===== config.mk =====
export PLATFORM = sky130hd
export DESIGN_NAME = ram_wr
export DESIGN_NICKNAME = d
export VERILOG_FILES = /design/src/rtl/ram_2port_pkg.sv /design/src/rtl/ram_wr_pattern_gen.sv /design/src/rtl/ram_wr.sv
export SDC_FILE = /design/constraint.sdc
export NUM_CORES = 1
export LEC_CHECK = 0
export ABC_AREA = 1
export CAP_MARGIN = 20
export CORE_UTILIZATION = 35
export CTS_BUF_LIST = sky130_fd_sc_hd__clkbuf_4 sky130_fd_sc_hd__clkbuf_8 sky130_fd_sc_hd__clkbuf_16
export DETAILED_ROUTE_END_ITERATION = 8
export REMOVE_ABC_BUFFERS = 1
export SLEW_MARGIN = 10
export SYNTH_ARGS = -nofsm -noshare
export SYNTH_HDL_FRONTEND = slang
export SYNTH_SLANG_ARGS = --single-unit

===== constraint.sdc =====
create_clock -name i_clk -period 2.2 [get_ports i_clk]
set_input_delay 0.33 -clock i_clk [delete_from_list [all_inputs] [get_ports i_clk]]
set_output_delay 0.33 -clock i_clk [all_outputs]
set_load 0.02 [all_outputs]

===== src/rtl/ram_2port_pkg.sv =====
// Shared types and constants for the 2-port RAM test path (write and read controllers).
package ram_2port_pkg;

   localparam int DATA_W_DEF = 8;
   localparam int ADDR_W_DEF = 6;
   localparam int DEPTH_DEF  = 64;

   typedef enum logic [2:0] {
      ST_IDLE  = 3'd0,
      ST_WRITE = 3'd1,
      ST_GAP   = 3'd2,
      ST_READ  = 3'd3,
      ST_DONE  = 3'd4
   } state_t;

   // Fibonacci LFSR x^8+x^6+x^5+x^4+1: feedback from bits 7,5,4,3, shifted in at bit 0.
   localparam logic [7:0] LFSR_SEED = 8'hA5;
   localparam logic [7:0] LFSR_TAPS = 8'hB8;

   function automatic int max3(input int a, input int b, input int c);
      int m;
      m = (a > b) ? a : b;
      return (m > c) ? m : c;
   endfunction

endpackage


===== src/rtl/ram_wr_pattern_gen.sv =====
// Write-data pattern source: seed+addr counter by default, 8-bit LFSR when RAM_WR_LFSR_EN is defined.
module ram_wr_pattern_gen
   import ram_2port_pkg::*;
#(
   parameter int DATA_W = DATA_W_DEF
) (
   input  logic              i_clk,
   input  logic              i_rst,
   input  logic [DATA_W-1:0] i_seed,
   input  logic              i_load,
   input  logic              i_step,
   input  logic              i_clear,
   output logic [DATA_W-1:0] o_data
);

   logic [DATA_W-1:0] r_val;
   logic [DATA_W-1:0] w_load_val;
   logic [DATA_W-1:0] w_next_val;

`ifdef RAM_WR_LFSR_EN
   if (DATA_W != 8) begin : g_width_chk
      $error("ram_wr_pattern_gen: LFSR pattern requires DATA_W == 8");
   end
   assign w_load_val = LFSR_SEED ^ i_seed;
   assign w_next_val = {r_val[DATA_W-2:0], ^(r_val & LFSR_TAPS)};
`else
   assign w_load_val = i_seed;
   assign w_next_val = r_val + 1'b1;
`endif

   always_ff @(posedge i_clk) begin
      if (i_rst || i_clear) begin
         r_val <= '0;
      end else if (i_load) begin
         r_val <= w_load_val;
      end else if (i_step) begin
         r_val <= w_next_val;
      end
   end

   assign o_data = r_val;

endmodule


===== src/rtl/ram_wr.sv =====
// RAM write-side controller: fill pass, guard gap, read window, done pulse; optional auto-loop.
// Data pattern selected by macro RAM_WR_LFSR_EN (undefined: seed+addr incrementing pattern).
//
// state    | meaning
// ST_IDLE  | waiting for start, outputs low
// ST_WRITE | one RAM word per cycle, addr 0..DEPTH-1
// ST_GAP   | guard cycles between last write and read window
// ST_READ  | rd_flag held high for RD_CYC cycles
// ST_DONE  | one-cycle done pulse; loop selects WRITE or IDLE
module ram_wr
   import ram_2port_pkg::*;
#(
   parameter int DATA_W  = DATA_W_DEF,
   parameter int ADDR_W  = ADDR_W_DEF,
   parameter int DEPTH   = DEPTH_DEF,
   parameter int GAP_CYC = 1,
   parameter int RD_CYC  = 66
) (
   input  logic              i_clk,
   input  logic              i_rst,
   input  logic              i_start,
   input  logic              i_loop,
   output logic              o_ram_wr_en,
   output logic [ADDR_W-1:0] o_ram_wr_addr,
   output logic [DATA_W-1:0] o_ram_wr_data,
   output logic              o_rd_flag,
   output logic              o_busy,
   output logic              o_done,
   output logic [7:0]        o_pass_cnt
);

   localparam int CNT_W = $clog2(max3(DEPTH, RD_CYC, GAP_CYC) + 1);

   state_t            r_state;
   logic [CNT_W-1:0]  r_cnt;
   logic              r_wr_en;
   logic [ADDR_W-1:0] r_wr_addr;
   logic              r_rd_flag;
   logic              r_busy;
   logic              r_done;
   logic [7:0]        r_pass_cnt;
   logic [DATA_W-1:0] r_seed;

   logic w_wr_last;
   logic w_gap_last;
   logic w_rd_last;
   logic w_enter_wr;
   logic w_step;

   assign w_wr_last  = (r_state == ST_WRITE) && (r_cnt == CNT_W'(DEPTH - 1));
   assign w_gap_last = (r_state == ST_GAP)   && (r_cnt == CNT_W'(GAP_CYC - 1));
   assign w_rd_last  = (r_state == ST_READ)  && (r_cnt == CNT_W'(RD_CYC - 1));
   assign w_enter_wr = ((r_state == ST_IDLE) && i_start) || ((r_state == ST_DONE) && i_loop);
   assign w_step     = (r_state == ST_WRITE) && !w_wr_last;

   always_ff @(posedge i_clk) begin
      if (i_rst) begin
         r_state    <= ST_IDLE;
         r_cnt      <= '0;
         r_wr_en    <= 1'b0;
         r_wr_addr  <= '0;
         r_rd_flag  <= 1'b0;
         r_busy     <= 1'b0;
         r_done     <= 1'b0;
         r_pass_cnt <= '0;
         r_seed     <= '0;
      end else begin
         r_done <= 1'b0;
         case (r_state)
            ST_IDLE: begin
               if (i_start) begin
                  r_state   <= ST_WRITE;
                  r_cnt     <= '0;
                  r_wr_en   <= 1'b1;
                  r_wr_addr <= '0;
                  r_busy    <= 1'b1;
               end
            end
            ST_WRITE: begin
               if (w_wr_last) begin
                  r_state   <= ST_GAP;
                  r_cnt     <= '0;
                  r_wr_en   <= 1'b0;
                  r_wr_addr <= '0;
               end else begin
                  r_cnt     <= r_cnt + 1'b1;
                  r_wr_addr <= r_wr_addr + 1'b1;
               end
            end
            ST_GAP: begin
               if (w_gap_last) begin
                  r_state   <= ST_READ;
                  r_cnt     <= '0;
                  r_rd_flag <= 1'b1;
               end else begin
                  r_cnt <= r_cnt + 1'b1;
               end
            end
            ST_READ: begin
               if (w_rd_last) begin
                  r_state    <= ST_DONE;
                  r_cnt      <= '0;
                  r_rd_flag  <= 1'b0;
                  r_done     <= 1'b1;
                  r_pass_cnt <= r_pass_cnt + 8'd1;
                  r_seed     <= r_seed + 1'b1;
               end else begin
                  r_cnt <= r_cnt + 1'b1;
               end
            end
            ST_DONE: begin
               // seed was advanced on DONE entry, so a looped pass loads the new seed
               if (i_loop) begin
                  r_state   <= ST_WRITE;
                  r_cnt     <= '0;
                  r_wr_en   <= 1'b1;
                  r_wr_addr <= '0;
               end else begin
                  r_state <= ST_IDLE;
                  r_busy  <= 1'b0;
               end
            end
            default: begin
               r_state <= ST_IDLE;
               r_busy  <= 1'b0;
            end
         endcase
      end
   end

   ram_wr_pattern_gen #(
      .DATA_W (DATA_W)
   ) u_pattern_gen (
      .i_clk   (i_clk),
      .i_rst   (i_rst),
      .i_seed  (r_seed),
      .i_load  (w_enter_wr),
      .i_step  (w_step),
      .i_clear (w_wr_last),
      .o_data  (o_ram_wr_data)
   );

   assign o_ram_wr_en   = r_wr_en;
   assign o_ram_wr_addr = r_wr_addr;
   assign o_rd_flag     = r_rd_flag;
   assign o_busy        = r_busy;
   assign o_done        = r_done;
   assign o_pass_cnt    = r_pass_cnt;

endmodule


==> impl_metrics.env, run 1 <==
export IMPL_relSlewSlack=0.662
export IMPL_tns_ns=0
export IMPL_dpl_cell_count=511
export IMPL_n_antenna_cell=0
export IMPL_cts_setup_buffers=0
export IMPL_setup_violations=0
export IMPL_critPathTopFamily="buffers and inverters"
export IMPL_syn_inst=389
export IMPL_synth_cell_types=27
export IMPL_hold_path_class="reg2reg"
export IMPL_slew_viol_final=0
export IMPL_routed_wl_um=6020
export IMPL_powerDensity_nw_per_um2=616
export IMPL_min_to="o_rd_flag$_SDFFE_PP0P_"
export IMPL_dpl_hpwl_um=4340
export IMPL_antenna_found_initial=0
export IMPL_syn_cell_area_um2=2560
export IMPL_drive_gt1_frac=0.0711
export IMPL_path_clk_slew_ns=0.08
export IMPL_cp_start_kind="flip-flop"
export IMPL_r2r_slack_ns=0.49
export IMPL_final_antenna_net_count=0
export IMPL_fin_nets=433
export IMPL_drv_cap=0
export IMPL_ios=30
export IMPL_register_area_um2=881
export IMPL_synth_top_cell_area_share=0.344
export IMPL_vias=2534
export IMPL_final_cell_count_no_fill=518
export IMPL_hold_viol=0
export IMPL_firstDrtPassIters=4
export IMPL_timing_fmax_mhz=577
export IMPL_yosysSeqAreaShare=0.344
export IMPL_routabilityCongestion=0.871
export IMPL_wl_per_cell_um=11.6
export IMPL_multi_input_comb_area_um2=1430
export IMPL_track_usage=0.170
export IMPL_rsz0062_at_grt="no"
export IMPL_cts_resized=0
export IMPL_status="complete, no violations"
export IMPL_drcViolationCount=0
export IMPL_cts_htree_levels=2
export IMPL_cts_inserted_buffers=5
export IMPL_critical_path_buf_inv_count=1
export IMPL_fin_crit_ns=1.73
export IMPL_drtIter0Drc=154
export IMPL_coreArea_um2=6940
export IMPL_die_x_um=87.6
export IMPL_crit_type="reg2out"
export IMPL_period_share=0.788
export IMPL_tritoncts="done"
export IMPL_hold_path_depth=2
export IMPL_r2r_start="r_cnt[0]$_SDFFE_PP0P_"
export IMPL_irDropWorstVdd_mv=0.291
export IMPL_vias_per_cell=4.89
export IMPL_synthTopCellsByArea="dfxtp_1, nand2_1, nand3_1, inv_1, nor2_1"
export IMPL_nFillCells=731
export IMPL_worstRegToRegCells=8
export IMPL_hp_start="o_rd_flag$_SDFFE_PP0P_"
export IMPL_die_area_um2=7670
export IMPL_synth_top_cell_by_area="dfxtp_1"
export IMPL_grt_pass1_vias=2269
export IMPL_cts_num_sinks=44
export IMPL_clock_latency_ns=0.29
export IMPL_grt_max_degree=22
export IMPL_clk_path_buf_depth=2
export IMPL_die_h_um=87.6
export IMPL_cp_required_ns=1.87
export IMPL_power_total_uw=1870
export IMPL_grt_pass1_wl_um=10300
export IMPL_arrival_ns=1.40
export IMPL_yosysWarningCount=0
export IMPL_crit_path_cell_trace="clkdlybuf4s50_1"
export IMPL_leakage_uw=0.00131
export IMPL_grt_remaining_overflow=0
export IMPL_crit_fanout=7
export IMPL_ctsHoldBuffers=0
export IMPL_synth_seq_cells=44
export IMPL_cts_root_buf="clkbuf_8"
export IMPL_r2r_end="r_cnt[0]$_SDFFE_PP0P_"
export IMPL_tightestPinTransition_ns=0.506
export IMPL_fin_worst_skew_ns=0.00559
export IMPL_rows=30
export IMPL_crit_path_top_delay_cell="clkdlybuf4s50_1"
export IMPL_max_stage_delay_ns=0.65
export IMPL_syn_to_final_growth_pct=18.4
export IMPL_initial_utilization=0.369
export IMPL_postSynthAreaPerCell_um2=6.59
export IMPL_io_buffers=29
export IMPL_end_kind="output port"
-- synthesized netlist by cell type --
cell,n
buf_6,2
o21ai_1,2
xor2_1,4
nand2_1,111
nand4_1,13
o2111ai_1,1
a21oi_4,1
nor2_4,5
xnor2_1,3
inv_1,53
inv_2,3
nand2_4,1
nor3_1,3
a31oi_1,2
ha_1,7
nand3b_1,1
o21ai_0,10
nand3_1,45
dfxtp_1,44
inv_4,2
a21oi_1,25
nand3_2,5
nand2_2,2
clkbuf_1,3
nor2_1,35
a21oi_2,2
o21bai_1,4
-- cells by family (layout without fill, tap and decap cells) --
kind of cell / count (synthesis) / in the layout / share of synthesized area
buffers and inverters: 63 / 96 / 0.100
XOR/XNOR: 7 / 7 / 0.0239
adder cells (fa/ha/maj): 7 / 7 / 0.0342
AO/OA/AOI/OAI: 47 / 47 / 0.105
AND/OR/NAND/NOR: 221 / 221 / 0.393
flip-flops: 44 / 44 / 0.344
-- cell usage in the layout (no fill, tap or decap), types with 3 or more instances in the layout --
| master | n |
|---|---|
| nand2_1 | 111 |
| inv_1 | 53 |
| nand3_1 | 45 |
| dfxtp_1 | 44 |
| nor2_1 | 35 |
| clkdlybuf4s50_1 | 29 |
| a21oi_1 | 25 |
| nand4_1 | 13 |
| o21ai_0 | 10 |
| ha_1 | 7 |
| nand3_2 | 5 |
| nor2_4 | 5 |
| clkbuf_8 | 5 |
| o21bai_1 | 4 |
| xor2_1 | 4 |
| inv_2 | 3 |
| nor3_1 | 3 |
| xnor2_1 | 3 |
-- state kept, by name, summed over array words and instances, names as in the netlist --
| signal | cells |
|---|---|
| o_pass_cnt | 8 |
| r_seed | 8 |
| u_pattern_gen.o_data | 8 |
| r_cnt | 7 |
| o_ram_wr_addr | 6 |
| r_state | 3 |
| o_busy | 1 |
| o_done | 1 |
| o_ram_wr_en | 1 |
| o_rd_flag | 1 |
-- where the power goes --
group	switching (uW)	leakage [uW]	internal (uW)
Sequential	57.3	0.000356	839
Clock	272	0.0000445	229
Combinational	308	0.000905	165
-- metal layers --
metal,share of wire,wire length (um),global-route usage
met1,0.49,2980,0.219
met2,0.45,2710,0.283
met3,0.043,259,0.0424
met5,0,0,0
met4,0.012,70,0.0417
-- final cells by class --
type                            instances  area share
Multi-Input combinational cell        282       0.470
Inverter                               58      0.0733
Sequential cell                        44       0.290
Timing Repair Buffer                   31       0.101
Tap cell                               96      0.0396
Clock inverter                          1     0.00165
Clock buffer                            6      0.0251
-- metrics by stage --
stage	utilization	worst slack [ns]	hold slack, ns	cell area (um^2)
2_1_floorplan	-	0.753	0.399	2530
3_3_place_gp	0.426	0.514	0.447	2960
3_5_place_dp	0.426	0.498	0.446	2960
4_1_cts	0.437	0.464	0.459	3040
5_1_grt	0.437	0.309	0.495	3040
6_report	0.437	0.467	0.453	3040
-- worst max path at each step --
stage	start	to	slack [ns]	cells past startpoint
2_1_floorplan	r_cnt[0]$_SDFFE_PP0P_	r_seed[0]$_SDFFE_PP0P_	0.75	8
3_3_place_gp	i_start	r_cnt[2]$_SDFFE_PP0P_	0.51	8
3_5_place_dp	i_start	r_cnt[0]$_SDFFE_PP0P_	0.50	8
4_1_cts	o_ram_wr_addr[3]$_SDFFE_PP0P_	o_ram_wr_addr[3]	0.46	1
5_1_grt	r_cnt[0]$_SDFFE_PP0P_	r_cnt[2]$_SDFFE_PP0P_	0.31	8
6_report	o_ram_wr_addr[3]$_SDFFE_PP0P_	o_ram_wr_addr[3]	0.47	1
(Power assumes the default switching activity.)
==> inputs of run 2 (changes only) <==
==> constraint.sdc (replaced) <==
create_clock -name i_clk -period 1.6 [get_ports i_clk]
set_input_delay 0.24 -clock i_clk [delete_from_list [all_inputs] [get_ports i_clk]]
set_output_delay 0.24 -clock i_clk [all_outputs]
set_load 0.02 [all_outputs]
==> impl_metrics.env, run 2 (same netlist as run 1, synthesis figures left out) <==
export IMPL_grt_pass1_wl_um=10500
export IMPL_max_stage_delay_ns=0.62
export IMPL_track_usage=0.171
export IMPL_critical_path_buf_inv_count=1
export IMPL_cts_htree_levels=2
export IMPL_tritoncts="done"
export IMPL_crit_path_top_delay_cell="clkdlybuf4s50_1"
export IMPL_coreArea_um2=6940
export IMPL_die_area_um2=7670
export IMPL_place_ws_ns=-0.00589
export IMPL_nFillCells=723
export IMPL_hold_viol=0
export IMPL_grt_pass1_vias=2351
export IMPL_drv_cap=0
export IMPL_crit_type="reg2out"
export IMPL_slew_viol_final=0
export IMPL_grt_remaining_overflow=0
export IMPL_hold_path_class="reg2reg"
export IMPL_drtIter0Drc=113
export IMPL_routabilityCongestion=0.842
export IMPL_crit_fanout=4
export IMPL_rsz0062_at_grt="no"
export IMPL_drcViolationCount=0
export IMPL_powerDensity_nw_per_um2=845
export IMPL_crit_path_cell_trace="clkdlybuf4s50_1"
export IMPL_cts_setup_buffers=0
export IMPL_relSlewSlack=0.678
export IMPL_arrival_ns=1.31
export IMPL_layout_common_cells="nand2_1, inv_1, nand3_1"
export IMPL_irDropWorstVdd_mv=0.394
export IMPL_setup_slack_ns=0.0533
export IMPL_fin_worst_skew_ns=0.00853
export IMPL_firstDrtPassIters=4
export IMPL_fin_nets=445
export IMPL_ctsHoldBuffers=0
export IMPL_antenna_found_initial=0
export IMPL_final_antenna_net_count=0
export IMPL_dpl_hpwl_um=4540
export IMPL_power_total_uw=2690
export IMPL_initial_utilization=0.369
export IMPL_cp_required_ns=1.36
export IMPL_grt_max_degree=16
export IMPL_leakage_uw=0.00153
export IMPL_status="complete, no violations"
export IMPL_syn_to_final_growth_pct=24.2
export IMPL_cts_num_sinks=44
export IMPL_die_x_um=87.6
export IMPL_cts_root_buf="clkbuf_8"
export IMPL_cts_inserted_buffers=5
export IMPL_timing_fmax_mhz=647
export IMPL_tns_ns=0
export IMPL_die_h_um=87.6
export IMPL_clock_latency_ns=0.30
export IMPL_vias_per_cell=4.89
export IMPL_period_share=0.967
export IMPL_end_kind="output port"
export IMPL_ios=30
export IMPL_fin_crit_ns=1.55
export IMPL_drive_gt1_frac=0.115
export IMPL_vias=2599
export IMPL_clk_path_buf_depth=2
export IMPL_critPathTopFamily="buffers and inverters"
export IMPL_tightestPinTransition_ns=0.483
export IMPL_cp_start_kind="flip-flop"
export IMPL_setup_violations=0
export IMPL_io_buffers=29
export IMPL_rows=30
export IMPL_n_antenna_cell=0
export IMPL_path_clk_slew_ns=0.08
export IMPL_wl_per_cell_um=11.6
export IMPL_routed_wl_um=6180
export IMPL_layout_cells_most_common="nand2_1"
run 2: cell count changes in the layout (fill, tap and decap cells not counted), sizes merged:
cell and delta:
buf +12, clkdlybuf4s50 -12, dlymetal6s2s +7, dlygate4sd2 +5
clkbuf +2, clkinv -1
run 2: per-stage QoR:
step,utilization,hold slack [ns],instances,cell area (um^2)
floorplan,-,0.309,384,2530
global placement,0.437,0.442,522,3040
detailed placement,0.437,0.444,522,3040
CTS,0.451,0.457,530,3130
global route,0.458,0.473,531,3180
finish,0.458,0.452,531,3180
run 2: repair_timing:
item / CTS / global route
endpoints found under the hold margin: 0 / 0
setup endpoints to repair: 5 / 21
pin swaps: 0 / 1
gates cloned: 0 / 1
gates resized for setup: 5 / 22
run 2: path summary, 6_finish.rpt:
kind,cells after the start,to,slack [ns],from
setup / recovery,1,o_ram_wr_data[0],0.05,u_pattern_gen.o_data[0]$_SDFFE_PP0P_
hold / removal,2,o_rd_flag$_SDFFE_PP0P_,0.45,o_rd_flag$_SDFFE_PP0P_
setup reg to reg,7,r_seed[2]$_SDFFE_PP0P_,0.12,r_cnt[4]$_SDFFE_PP0P_
hold reg to reg,2,o_rd_flag$_SDFFE_PP0P_,0.45,o_rd_flag$_SDFFE_PP0P_
run 2: layout make-up:
type | instances | area [um^2] | area share
flip-flops and latches | 44 | 882 | 0.277
clock buffers | 8 | 97.6 | 0.0307
multi-input cells | 282 | 1440 | 0.454
repair buffers | 43 | 414 | 0.130
inverters | 58 | 225 | 0.0708
well taps | 96 | 120 | 0.0377
run 2: worst reg2reg max path: cells and delay by family (launching register included):
kind / cells / cell delay, ns
and+or+nand+nor: 5 / 0.81
DFF: 1 / 0.37
buffers and inverters: 1 / 0.16
AOI/OAI and AO/OA: 1 / 0.03
run 2: power breakdown:
group	internal [uW]	switching [uW]
combinational	252	448
sequential	1150	67.8
clock	387	380
run 2: routing by layer:
| metal | up-vias | track usage | wire (um) |
|---|---|---|---|
| li1 | 1338 | - | - |
| met1 | 1187 | 0.226 | 2980 |
| met2 | 66 | 0.283 | 2870 |
| met3 | 8 | 0.0320 | 263 |
| met4 | 0 | 0.0537 | 65 |
| met5 | - | 0 | 0 |
==> inputs of run 3 (changes only) <==
--- a/config.mk
+++ b/config.mk
@@ -7,9 +7,10 @@
 export LEC_CHECK = 0
 export ABC_AREA = 1
 export CAP_MARGIN = 20
-export CORE_UTILIZATION = 35
+export CORE_UTILIZATION = 50
 export CTS_BUF_LIST = sky130_fd_sc_hd__clkbuf_4 sky130_fd_sc_hd__clkbuf_8 sky130_fd_sc_hd__clkbuf_16
 export DETAILED_ROUTE_END_ITERATION = 8
+export PLACE_DENSITY = 0.73
 export REMOVE_ABC_BUFFERS = 1
 export SLEW_MARGIN = 10
 export SYNTH_ARGS = -nofsm -noshare
==> constraint.sdc (replaced) <==
create_clock -name i_clk -period 1.6 [get_ports i_clk]
set_input_delay 0.24 -clock i_clk [delete_from_list [all_inputs] [get_ports i_clk]]
set_output_delay 0.24 -clock i_clk [all_outputs]
set_load 0.005 [all_outputs]
==> impl_metrics.env, run 3 (same netlist as run 1, synthesis figures left out) <==
export IMPL_drv_cap=0
export IMPL_status="complete, no violations"
export IMPL_slew_viol_final=0
export IMPL_irDropWorstVdd_mv=0.467
export IMPL_grt_max_degree=16
export IMPL_clock_latency_ns=0.30
export IMPL_clk_path_buf_depth=2
export IMPL_tightestPinTransition_ns=0.487
export IMPL_timing_fmax_mhz=655
export IMPL_antenna_found_initial=0
export IMPL_powerDensity_nw_per_um2=896
export IMPL_ios=30
export IMPL_cts_inserted_buffers=5
export IMPL_path_clk_slew_ns=0.08
export IMPL_end_kind="output port"
export IMPL_min_to="o_rd_flag$_SDFFE_PP0P_"
export IMPL_wl_per_cell_um=11.8
export IMPL_layout_cells_most_common="nand2_1"
export IMPL_final_antenna_net_count=0
export IMPL_arrival_ns=1.29
export IMPL_tritoncts="done"
export IMPL_rows=25
export IMPL_cts_root_buf="clkbuf_8"
export IMPL_nFillCells=473
export IMPL_hold_path_depth=2
export IMPL_syn_to_final_growth_pct=21.4
export IMPL_drtIter0Drc=180
export IMPL_leakage_uw=0.00136
export IMPL_fin_nets=440
export IMPL_place_ws_ns=-0.0459
export IMPL_crit_path_top_delay_cell="clkdlybuf4s50_1"
export IMPL_drive_gt1_frac=0.105
export IMPL_routed_wl_um=5860
export IMPL_vias_per_cell=5.03
export IMPL_coreArea_um2=4820
export IMPL_hp_start="o_rd_flag$_SDFFE_PP0P_"
export IMPL_track_usage=0.236
export IMPL_crit_path_cell_trace="clkdlybuf4s50_1"
export IMPL_cts_num_sinks=44
export IMPL_power_total_uw=2790
export IMPL_cp_required_ns=1.36
export IMPL_drcViolationCount=0
export IMPL_vias=2502
export IMPL_critPathTopFamily="buffers and inverters"
export IMPL_io_buffers=29
export IMPL_hold_path_class="reg2reg"
export IMPL_r2r_start="r_cnt[1]$_SDFFE_PP0P_"
export IMPL_hold_ws_ns=0.453
export IMPL_dpl_cell_count=487
export IMPL_grt_remaining_overflow=0
export IMPL_die_h_um=73.6
export IMPL_fin_crit_ns=1.53
export IMPL_crit_fanout=7
export IMPL_n_antenna_cell=0
export IMPL_die_area_um2=5420
export IMPL_routabilityCongestion=0.881
export IMPL_period_share=0.954
export IMPL_r2r_slack_ns=0.10
export IMPL_r2r_end="o_pass_cnt[2]$_SDFFE_PP0P_"
export IMPL_firstDrtPassIters=4
export IMPL_layout_common_cells="nand2_1, inv_1, nand3_1"
export IMPL_final_util=0.646
export IMPL_die_x_um=73.6
export IMPL_grt_pass1_wl_um=9940
export IMPL_fin_worst_skew_ns=0.00657
export IMPL_final_cell_count_no_fill=497
export IMPL_hold_viol=0
export IMPL_critical_path_buf_inv_count=1
export IMPL_grt_pass1_vias=2210
export IMPL_crit_type="reg2out"
export IMPL_dpl_hpwl_um=4200
export IMPL_worstRegToRegCells=10
export IMPL_max_stage_delay_ns=0.54
export IMPL_setup_slack_ns=0.0730
export IMPL_setup_violations=0
export IMPL_relSlewSlack=0.675
export IMPL_cts_htree_levels=2
export IMPL_rsz0062_at_grt="yes"
export IMPL_initial_utilization=0.532
export IMPL_cp_start_kind="flip-flop"
run 3: cell count changes in the layout (fill, tap and decap cells not counted), moves of 2 or more:
cell / change
buf_4: -5
clkdlybuf4s50_1: +12
clkbuf_4: -2
o21ai_0: +3
o21ai_1: -3
dlygate4sd2_1: -5
dlymetal6s2s_1: -7
run 3: layout make-up:
class / instances / area [um^2] / area share
clock buffer: 7 / 96.3 / 0.0310
clock inverter: 1 / 30.0 / 0.00965
inverter: 58 / 223 / 0.0716
multi-input combinational: 282 / 1440 / 0.462
sequential: 44 / 883 / 0.284
tap: 67 / 83.8 / 0.0269
timing repair buffer: 38 / 359 / 0.115
run 3: worst max path at each step:
stage,startpoint,end,slack [ns],depth (start not counted)
finish,o_ram_wr_addr[0]$_SDFFE_PP0P_,o_ram_wr_addr[0],0.07,1
detailed placement,i_start,r_cnt[6]$_SDFFE_PP0P_,-0.05,8
CTS,r_cnt[0]$_SDFFE_PP0P_,r_cnt[0]$_SDFFE_PP0P_,0.03,8
global placement,i_start,r_cnt[5]$_SDFFE_PP0P_,-0.05,8
floorplan,r_cnt[0]$_SDFFE_PP0P_,r_seed[0]$_SDFFE_PP0P_,0.15,8
global route,r_cnt[1]$_SDFFE_PP0P_,o_pass_cnt[2]$_SDFFE_PP0P_,-0.02,10
run 3: power by group:
part           switching (uW)  internal, uW  leakage (uW)  total [uW]
clock                     389           551     0.0000645         940
combinational             383           230      0.000938         613
sequential               77.7          1160      0.000357        1230
run 3: layer usage:
metal,routed length (um),vias up,part of all wire,global-route usage
met1,2900,1136,0.50,0.317
met4,74,0,0.013,0.0876
met2,2760,26,0.47,0.383
met5,0,-,0,0
li1,-,1333,-,-
met3,121,7,0.021,0.0357
run 3: what timing repair did:
action	CTS	global route
setup endpoints to repair	2	22
cloned	0	1
hold endpoints to repair	0	0
hold buffers	0	0
pin swaps	0	1
resized for setup	1	7
setup buffers	0	1
run 3: through the flow:
| step | setup TNS [ns] | cell area (um^2) |
|---|---|---|
| finish | 0 | 3110 |
| global route | -0.0851 | 3110 |
| CTS | 0 | 3090 |
| detailed placement | -0.164 | 2960 |
| global placement | -0.204 | 2960 |
| floorplan | 0 | 2530 |
